File: config.mk
export PLATFORM = sky130hd
export DESIGN_NAME = kes_rr_scheduler_flat
export DESIGN_NICKNAME = d
export VERILOG_FILES = /design/src/rtl/kes_rr_scheduler_if.sv /design/src/rtl/kes_rr_scheduler.sv /design/src/flat_wrapper.sv
export SDC_FILE = /design/constraint.sdc
export NUM_CORES = 1
export LEC_CHECK = 0
export BUFFER_PORTS_ARGS = -buffer_cell sky130_fd_sc_hd__buf_4
export CAP_MARGIN = 25
export CORE_AREA = 5 5 42 44
export DETAILED_ROUTE_END_ITERATION = 12
export DIE_AREA = 0 0 47 49
export HOLD_SLACK_MARGIN = 0.02
export PLACE_DENSITY = 0.55
export SLEW_MARGIN = 20
export SYNTH_ARGS = -nofsm -noshare
export SYNTH_HDL_FRONTEND = slang
export SYNTH_SLANG_ARGS = --single-unit
File: constraint.sdc
create_clock -name iClock -period 2.39 [get_ports iClock]
set_input_delay 0.478 -clock iClock [delete_from_list [all_inputs] [get_ports iClock]]
set_output_delay 0.478 -clock iClock [all_outputs]
set_load 0.05 [all_outputs]
File: src/rtl/kes_rr_scheduler_if.sv
// kes_rr_scheduler_if -- request/grant bundle between the syndrome buffers and
// the shared KES scheduler.
//   iRequestChannel [Channel]         per-channel request for the KES
//   iLastChunk      [Channel]         per-channel end-of-sequence flag
//   iKESAvail                         shared KES can accept a chunk this cycle
//   oKESAvail       [Channel]         one-hot push enable for the granted channel
//   oChannelNumber  [ChannelNumWidth] current / most recent granted channel
//   oGrantValid                       a grant is held
//   oTimeout                          watchdog forced a release (one-cycle pulse)
// master: requester side, slave: scheduler side.
interface kes_rr_scheduler_if #(
    parameter int unsigned Channel         = 4,
    parameter int unsigned ChannelNumWidth = 2
);
    logic [Channel-1:0]         iRequestChannel;
    logic [Channel-1:0]         iLastChunk;
    logic                       iKESAvail;
    logic [Channel-1:0]         oKESAvail;
    logic [ChannelNumWidth-1:0] oChannelNumber;
    logic                       oGrantValid;
    logic                       oTimeout;

    modport master (
        output iRequestChannel,
        output iLastChunk,
        output iKESAvail,
        input  oKESAvail,
        input  oChannelNumber,
        input  oGrantValid,
        input  oTimeout
    );

    modport slave (
        input  iRequestChannel,
        input  iLastChunk,
        input  iKESAvail,
        output oKESAvail,
        output oChannelNumber,
        output oGrantValid,
        output oTimeout
    );
endinterface

File: src/rtl/kes_rr_scheduler.sv
// kes_rr_scheduler -- round-robin arbiter granting one syndrome buffer at a time
// access to the shared key-equation solver (KES).
// Ports:
//   iClock  rising-edge clock
//   iReset  synchronous, active-high reset
//   bus     kes_rr_scheduler_if.slave (requests, last-chunk flags, KES ready,
//           one-hot push enable, channel number, grant valid, timeout pulse)
// Optional feature: define KES_SCHED_WATCHDOG_EN to add a grant watchdog that
// forces a release after WatchdogCycles counted cycles and pulses oTimeout.
// oKESAvail is combinational (follows iKESAvail in the same cycle); all other
// outputs come straight from registers.
module kes_rr_scheduler #(
    parameter int unsigned Channel         = 4,
    parameter int unsigned ChannelNumWidth = 2,
    parameter int unsigned WatchdogCycles  = 1024
) (
    input  logic                 iClock,
    input  logic                 iReset,
    kes_rr_scheduler_if.slave    bus
);

    // Reject unsupported configurations at elaboration.
    if (Channel < 2 || Channel > 4 || (1 << ChannelNumWidth) < Channel
        || WatchdogCycles < 2) begin : gBadParams
        $error("kes_rr_scheduler: unsupported parameter combination");
    end

    typedef enum logic [1:0] {
        S_IDLE    = 2'd0,
        S_GRANT   = 2'd1,
        S_RELEASE = 2'd2
    } state_t;

    state_t                     rState;
    state_t                     nextState_c;
    logic [ChannelNumWidth-1:0] rGrant;
    logic [ChannelNumWidth-1:0] rLastServed;
    logic                       rGrantValid;

    logic                       grantTake_c;
    logic                       selFound_c;
    logic [ChannelNumWidth-1:0] selIndex_c;
    logic [ChannelNumWidth-1:0] probeIdx_c;
    logic                       lastGranted_c;
    logic                       reqGranted_c;
    logic                       wdExpire_c;

    assign lastGranted_c = bus.iLastChunk[rGrant];
    assign reqGranted_c  = bus.iRequestChannel[rGrant];

    // Round-robin pick: scan from farthest to nearest after rLastServed so the
    // nearest requester is the last (winning) assignment.
    always_comb begin
        selFound_c = 1'b0;
        selIndex_c = '0;
        probeIdx_c = '0;
        for (int i = int'(Channel); i >= 1; i--) begin
            probeIdx_c = ChannelNumWidth'((int'(rLastServed) + i) % int'(Channel));
            if (bus.iRequestChannel[probeIdx_c]) begin
                selFound_c = 1'b1;
                selIndex_c = probeIdx_c;
            end
        end
    end

    // Next-state decode; release reasons: last chunk, abort, watchdog.
    always_comb begin
        nextState_c = rState;
        grantTake_c = 1'b0;
        case (rState)
            S_IDLE: begin
                if (bus.iKESAvail && selFound_c) begin
                    nextState_c = S_GRANT;
                    grantTake_c = 1'b1;
                end
            end
            S_GRANT: begin
                if (lastGranted_c || !reqGranted_c || wdExpire_c) begin
                    nextState_c = S_RELEASE;
                end
            end
            S_RELEASE: nextState_c = S_IDLE;
            default:   nextState_c = S_IDLE;
        endcase
    end

    // State and grant bookkeeping.
    always_ff @(posedge iClock) begin
        if (iReset) begin
            rState      <= S_IDLE;
            rGrant      <= '0;
            rLastServed <= ChannelNumWidth'(Channel - 1);
            rGrantValid <= 1'b0;
        end else begin
            rState      <= nextState_c;
            rGrantValid <= (nextState_c == S_GRANT);
            if (grantTake_c) begin
                rGrant <= selIndex_c;
            end
            if (rState == S_RELEASE) begin
                rLastServed <= rGrant;
            end
        end
    end

`ifdef KES_SCHED_WATCHDOG_EN
    localparam int unsigned WdWidth = $clog2(WatchdogCycles) + 1;
    localparam logic [WdWidth-1:0] WdLimit = WdWidth'(WatchdogCycles - 1);

    logic [WdWidth-1:0] rWdCount;
    logic               rTimeout;
    logic               wdCount_c;

    // Only cycles where the KES could take data and the sequence is not ending count.
    assign wdCount_c  = (rState == S_GRANT) && bus.iKESAvail && !lastGranted_c;
    assign wdExpire_c = wdCount_c && reqGranted_c && (rWdCount == WdLimit);

    always_ff @(posedge iClock) begin
        if (iReset) begin
            rWdCount <= '0;
            rTimeout <= 1'b0;
        end else begin
            rTimeout <= wdExpire_c;
            if (grantTake_c) begin
                rWdCount <= '0;
            end else if (wdCount_c) begin
                rWdCount <= rWdCount + WdWidth'(1);
            end
        end
    end

    assign bus.oTimeout = rTimeout;
`else
    assign wdExpire_c   = 1'b0;
    assign bus.oTimeout = 1'b0;
`endif

    assign bus.oKESAvail      = ((rState == S_GRANT) && bus.iKESAvail)
                                ? (Channel'(1) << rGrant) : '0;
    assign bus.oChannelNumber = rGrant;
    assign bus.oGrantValid    = rGrantValid;

endmodule

File: src/flat_wrapper.sv
// flat-port wrapper written by rule: the top's interface ports become plain ports
module kes_rr_scheduler_flat 
#(
    parameter int unsigned Channel         = 4,
    parameter int unsigned ChannelNumWidth = 2,
    parameter int unsigned WatchdogCycles  = 1024
)
  (iClock, iReset, bus_iRequestChannel, bus_iLastChunk, bus_iKESAvail, bus_oKESAvail, bus_oChannelNumber, bus_oGrantValid, bus_oTimeout);
  kes_rr_scheduler_if #(.Channel(Channel), .ChannelNumWidth(ChannelNumWidth)) bus_i ();
  input  logic iClock;
  input  logic iReset;
  input wire logic [$bits(bus_i.iRequestChannel)-1:0] bus_iRequestChannel;
  input wire logic [$bits(bus_i.iLastChunk)-1:0] bus_iLastChunk;
  input wire logic [$bits(bus_i.iKESAvail)-1:0] bus_iKESAvail;
  output wire logic [$bits(bus_i.oKESAvail)-1:0] bus_oKESAvail;
  output wire logic [$bits(bus_i.oChannelNumber)-1:0] bus_oChannelNumber;
  output wire logic [$bits(bus_i.oGrantValid)-1:0] bus_oGrantValid;
  output wire logic [$bits(bus_i.oTimeout)-1:0] bus_oTimeout;
  assign bus_i.iRequestChannel = bus_iRequestChannel;
  assign bus_i.iLastChunk = bus_iLastChunk;
  assign bus_i.iKESAvail = bus_iKESAvail;
  assign bus_oKESAvail = bus_i.oKESAvail;
  assign bus_oChannelNumber = bus_i.oChannelNumber;
  assign bus_oGrantValid = bus_i.oGrantValid;
  assign bus_oTimeout = bus_i.oTimeout;
  kes_rr_scheduler #(.Channel(Channel), .ChannelNumWidth(ChannelNumWidth), .WatchdogCycles(WatchdogCycles)) u_core (.iClock(iClock), .iReset(iReset), .bus(bus_i));
endmodule
==> impl_metrics.yaml <==
cts:
  cts_sinks: 7
  clk_latency_ns: 0.25
  cts_tree: "built"
  cts_buffers: 3
  ctsHtreeMaxLevel: 1
  post_cts_buffers: 0
  cts_resized: 0
  cts.hold.buffers_added: 0
  clockBufferDepth: 2
  cts.clk_slew.worst_paths_ns: 0.05
  root_buffer: "clkbuf_4"
sta:
  setup_ws_ns: 0.653
  rsz0062_at_grt: "no"
  skew_ns: 0.00497
  max_slew_margin_pct: 64.8
  finalSetupTns_ns: 0
  timing.fmax_mhz: 576
  finalCritPeriodShare_pct: 72.7
  hold_viol: 0
  report.final.slew_viol_count: 0
  setup_viol: 0
  worst_pin_slew_ns: 0.522
  timing.final.crit_period_ns: 1.74
finish:
  diodes: 0
  layout.nets: 79
  layout_common_cells: "17 x buf_4, 7 x dfxtp_1, 6 x inv_1"
  mostFrequentLayoutCell: "buf_4"
  area_delta_synth_final_pct: 42.0
  drive_gt1_share_pct: 32.8
die:
  io_pins: 19
  fp.coreArea_sq_um: 1400
  initial_utilization_pct: 28.3
  fp.dieW_microns: 47
  dieArea_sq_um: 2300
  std_cell_rows: 14
  die_h_microns: 49
global_route:
  grt_util_all_layers_pct: 9.81
  antenna_found_initial: 0
  grt_pass1_wl_microns: 1610
  grt_start_max_net_pins: 8
  grt_overflow: 0
  first_global_vias: 379
logic_synthesis:
  avgSynthCellArea_sq_um: 8.44
  ys_warn_count: 0
  ys_seq_area_share_pct: 35.3
  syn_area_sq_um: 397
  yosysUniqueCellTypes: 22
  synthesis.nets: 58
  synth_top_area_share_pct: 35.3
  netlist_instances: 47
  synth_top_area_cell: "dfxtp_1"
  synthTopCellsByArea: "dfxtp_1 35%, nand3b_1 7.6%, o211ai_1 7.6%"
  synth_seq_cells: 7
hold_path:
  whs_path_depth: 2
  hold_end: "u_core.bus.oChannelNumber[1]$_SDFFE_PP0P_"
  hold_start: "iReset"
  hold_path_class: "in2reg"
setup_path:
  cp_cell_sequence: "inv_1, nor3_1, buf_4"
  rrSetupSlack_ns: 1.11
  r2r_start: "u_core.rState[1]$_SDFF_PP0_"
  start_kind: "flop"
  end_kind: "output port"
  critPathMaxFanout: 7
  r2r_end: "u_core.bus.oChannelNumber[1]$_SDFFE_PP0P_"
  reg2regPathDepth: 4
  worst_path_largest_cell_delay_ns: 0.46
  critical_path_class: "reg2out"
  cp.required_ns: 1.91
  startpoint: "u_core.bus.oChannelNumber[1]$_SDFFE_PP0P_"
  crit_path_top_delay_cell: "dfxtp_1"
  arrival_ns: 1.26
place:
  preCtsSetupSlack_ns: 0.837
  port_buffers: 17
  place_congestion: 0.756
  hpwl_microns: 854
drt:
  vias: 406
  drt_first_pass_iters: 2
  drc_errors: 0
  finalWirelength_microns: 1020
  wire_per_inst_microns: 12.3
  ant_nets: 0
  drt_iter0_markers: 8
  routed_via_density: 4.89
pwr:
  power.density_nw_per_um2: 588
  ir_drop_mv: 0.276
  p_leak_uw: 0.000247
flow_run:
  cap_violations: 0
outcome:
  status: "completed"
-- routing by layer --
| metal | vias to the layer above | track usage [%] | wire [microns] |
|---|---|---|---|
| li1 | 216 | - | - |
| met1 | 180 | 11.7 | 436 |
| met2 | 10 | 14.3 | 517 |
| met3 | 0 | 3.69 | 64 |
| met4 | 0 | 5.99 | 0 |
| met5 | - | 0 | 0 |
-- synthesized netlist by cell type --
cell / number
dfxtp_1: 7
inv_1: 6
nand3b_1: 4
nor3_1: 4
o211ai_1: 4
nand2_1: 3
a21oi_1: 2
nand2b_1: 2
o22ai_1: 2
a211oi_1: 1
a221o_1: 1
buf_4: 1
conb_1: 1
nor2b_1: 1
nor3b_1: 1
o21ai_0: 1
o21ai_2: 1
o311ai_0: 1
o31ai_1: 1
o32a_1: 1
o41ai_2: 1
or3b_1: 1
-- critical path, delay by kind of cell, from the launching register on --
kind,cells,cell delay [ns]
flops,1,0.46
buf+inv,2,0.35
simple gates,1,0.20
-- layout make-up --
type	instances	area (sq um)
inverters	6	22.5
fillers	153	838
clock buffers	4	26.3
multi-input cells	33	226
flip-flops and latches	7	140
well taps	16	20.0
repair buffers	17	128
-- report_power, final --
| part | internal, uW | total, uW | switching (uW) | leakage [uW] |
|---|---|---|---|---|
| Clock | 63.7 | 106 | 42.8 | 0.0000150 |
| Sequential | 126 | 135 | 9.31 | 0.0000575 |
| Combinational | 35.5 | 89.3 | 53.8 | 0.000175 |
-- sequential cells by signal, indices dropped and copies added (netlist names) --
signal / count
u_core.rState: 2
u_core.bus.oChannelNumber: 2
u_core.bus.oGrantValid: 1
u_core.rLastServed: 2
-- how the worst max path moves through the flow --
stage	endpoint	cells past startpoint	slack, ns
3_3_place_gp	bus_oKESAvail[3]	4	0.82
2_1_floorplan	bus_oKESAvail[1]	2	-0.08
5_1_grt	bus_oKESAvail[2]	3	0.56
4_1_cts	bus_oKESAvail[3]	3	0.63
6_report	bus_oKESAvail[3]	3	0.65
3_5_place_dp	bus_oKESAvail[2]	4	0.84
-- kinds of logic after synthesis --
group,synth area share (%)
AND/OR/NAND/NOR,24.3
other,0.945
AO/OA/AOI/OAI,31.9
buffers and inverters,7.57
flip-flops,35.3
-- metrics by stage --
| step | hold slack [ns] | util (%) | total power [uW] | instance area [sq um] | cells |
|---|---|---|---|---|---|
| floorplan | 0.485 | - | 193 | 397 | 47 |
| global placement | 0.514 | 38.3 | 227 | 537 | 79 |
| detailed placement | 0.515 | 38.3 | 227 | 537 | 79 |
| CTS | 0.410 | 40.2 | 336 | 563 | 83 |
| global route | 0.414 | 40.2 | 355 | 563 | 83 |
| finish | 0.417 | 40.2 | 331 | 563 | 83 |
Power figures use the tool's default switching activity.
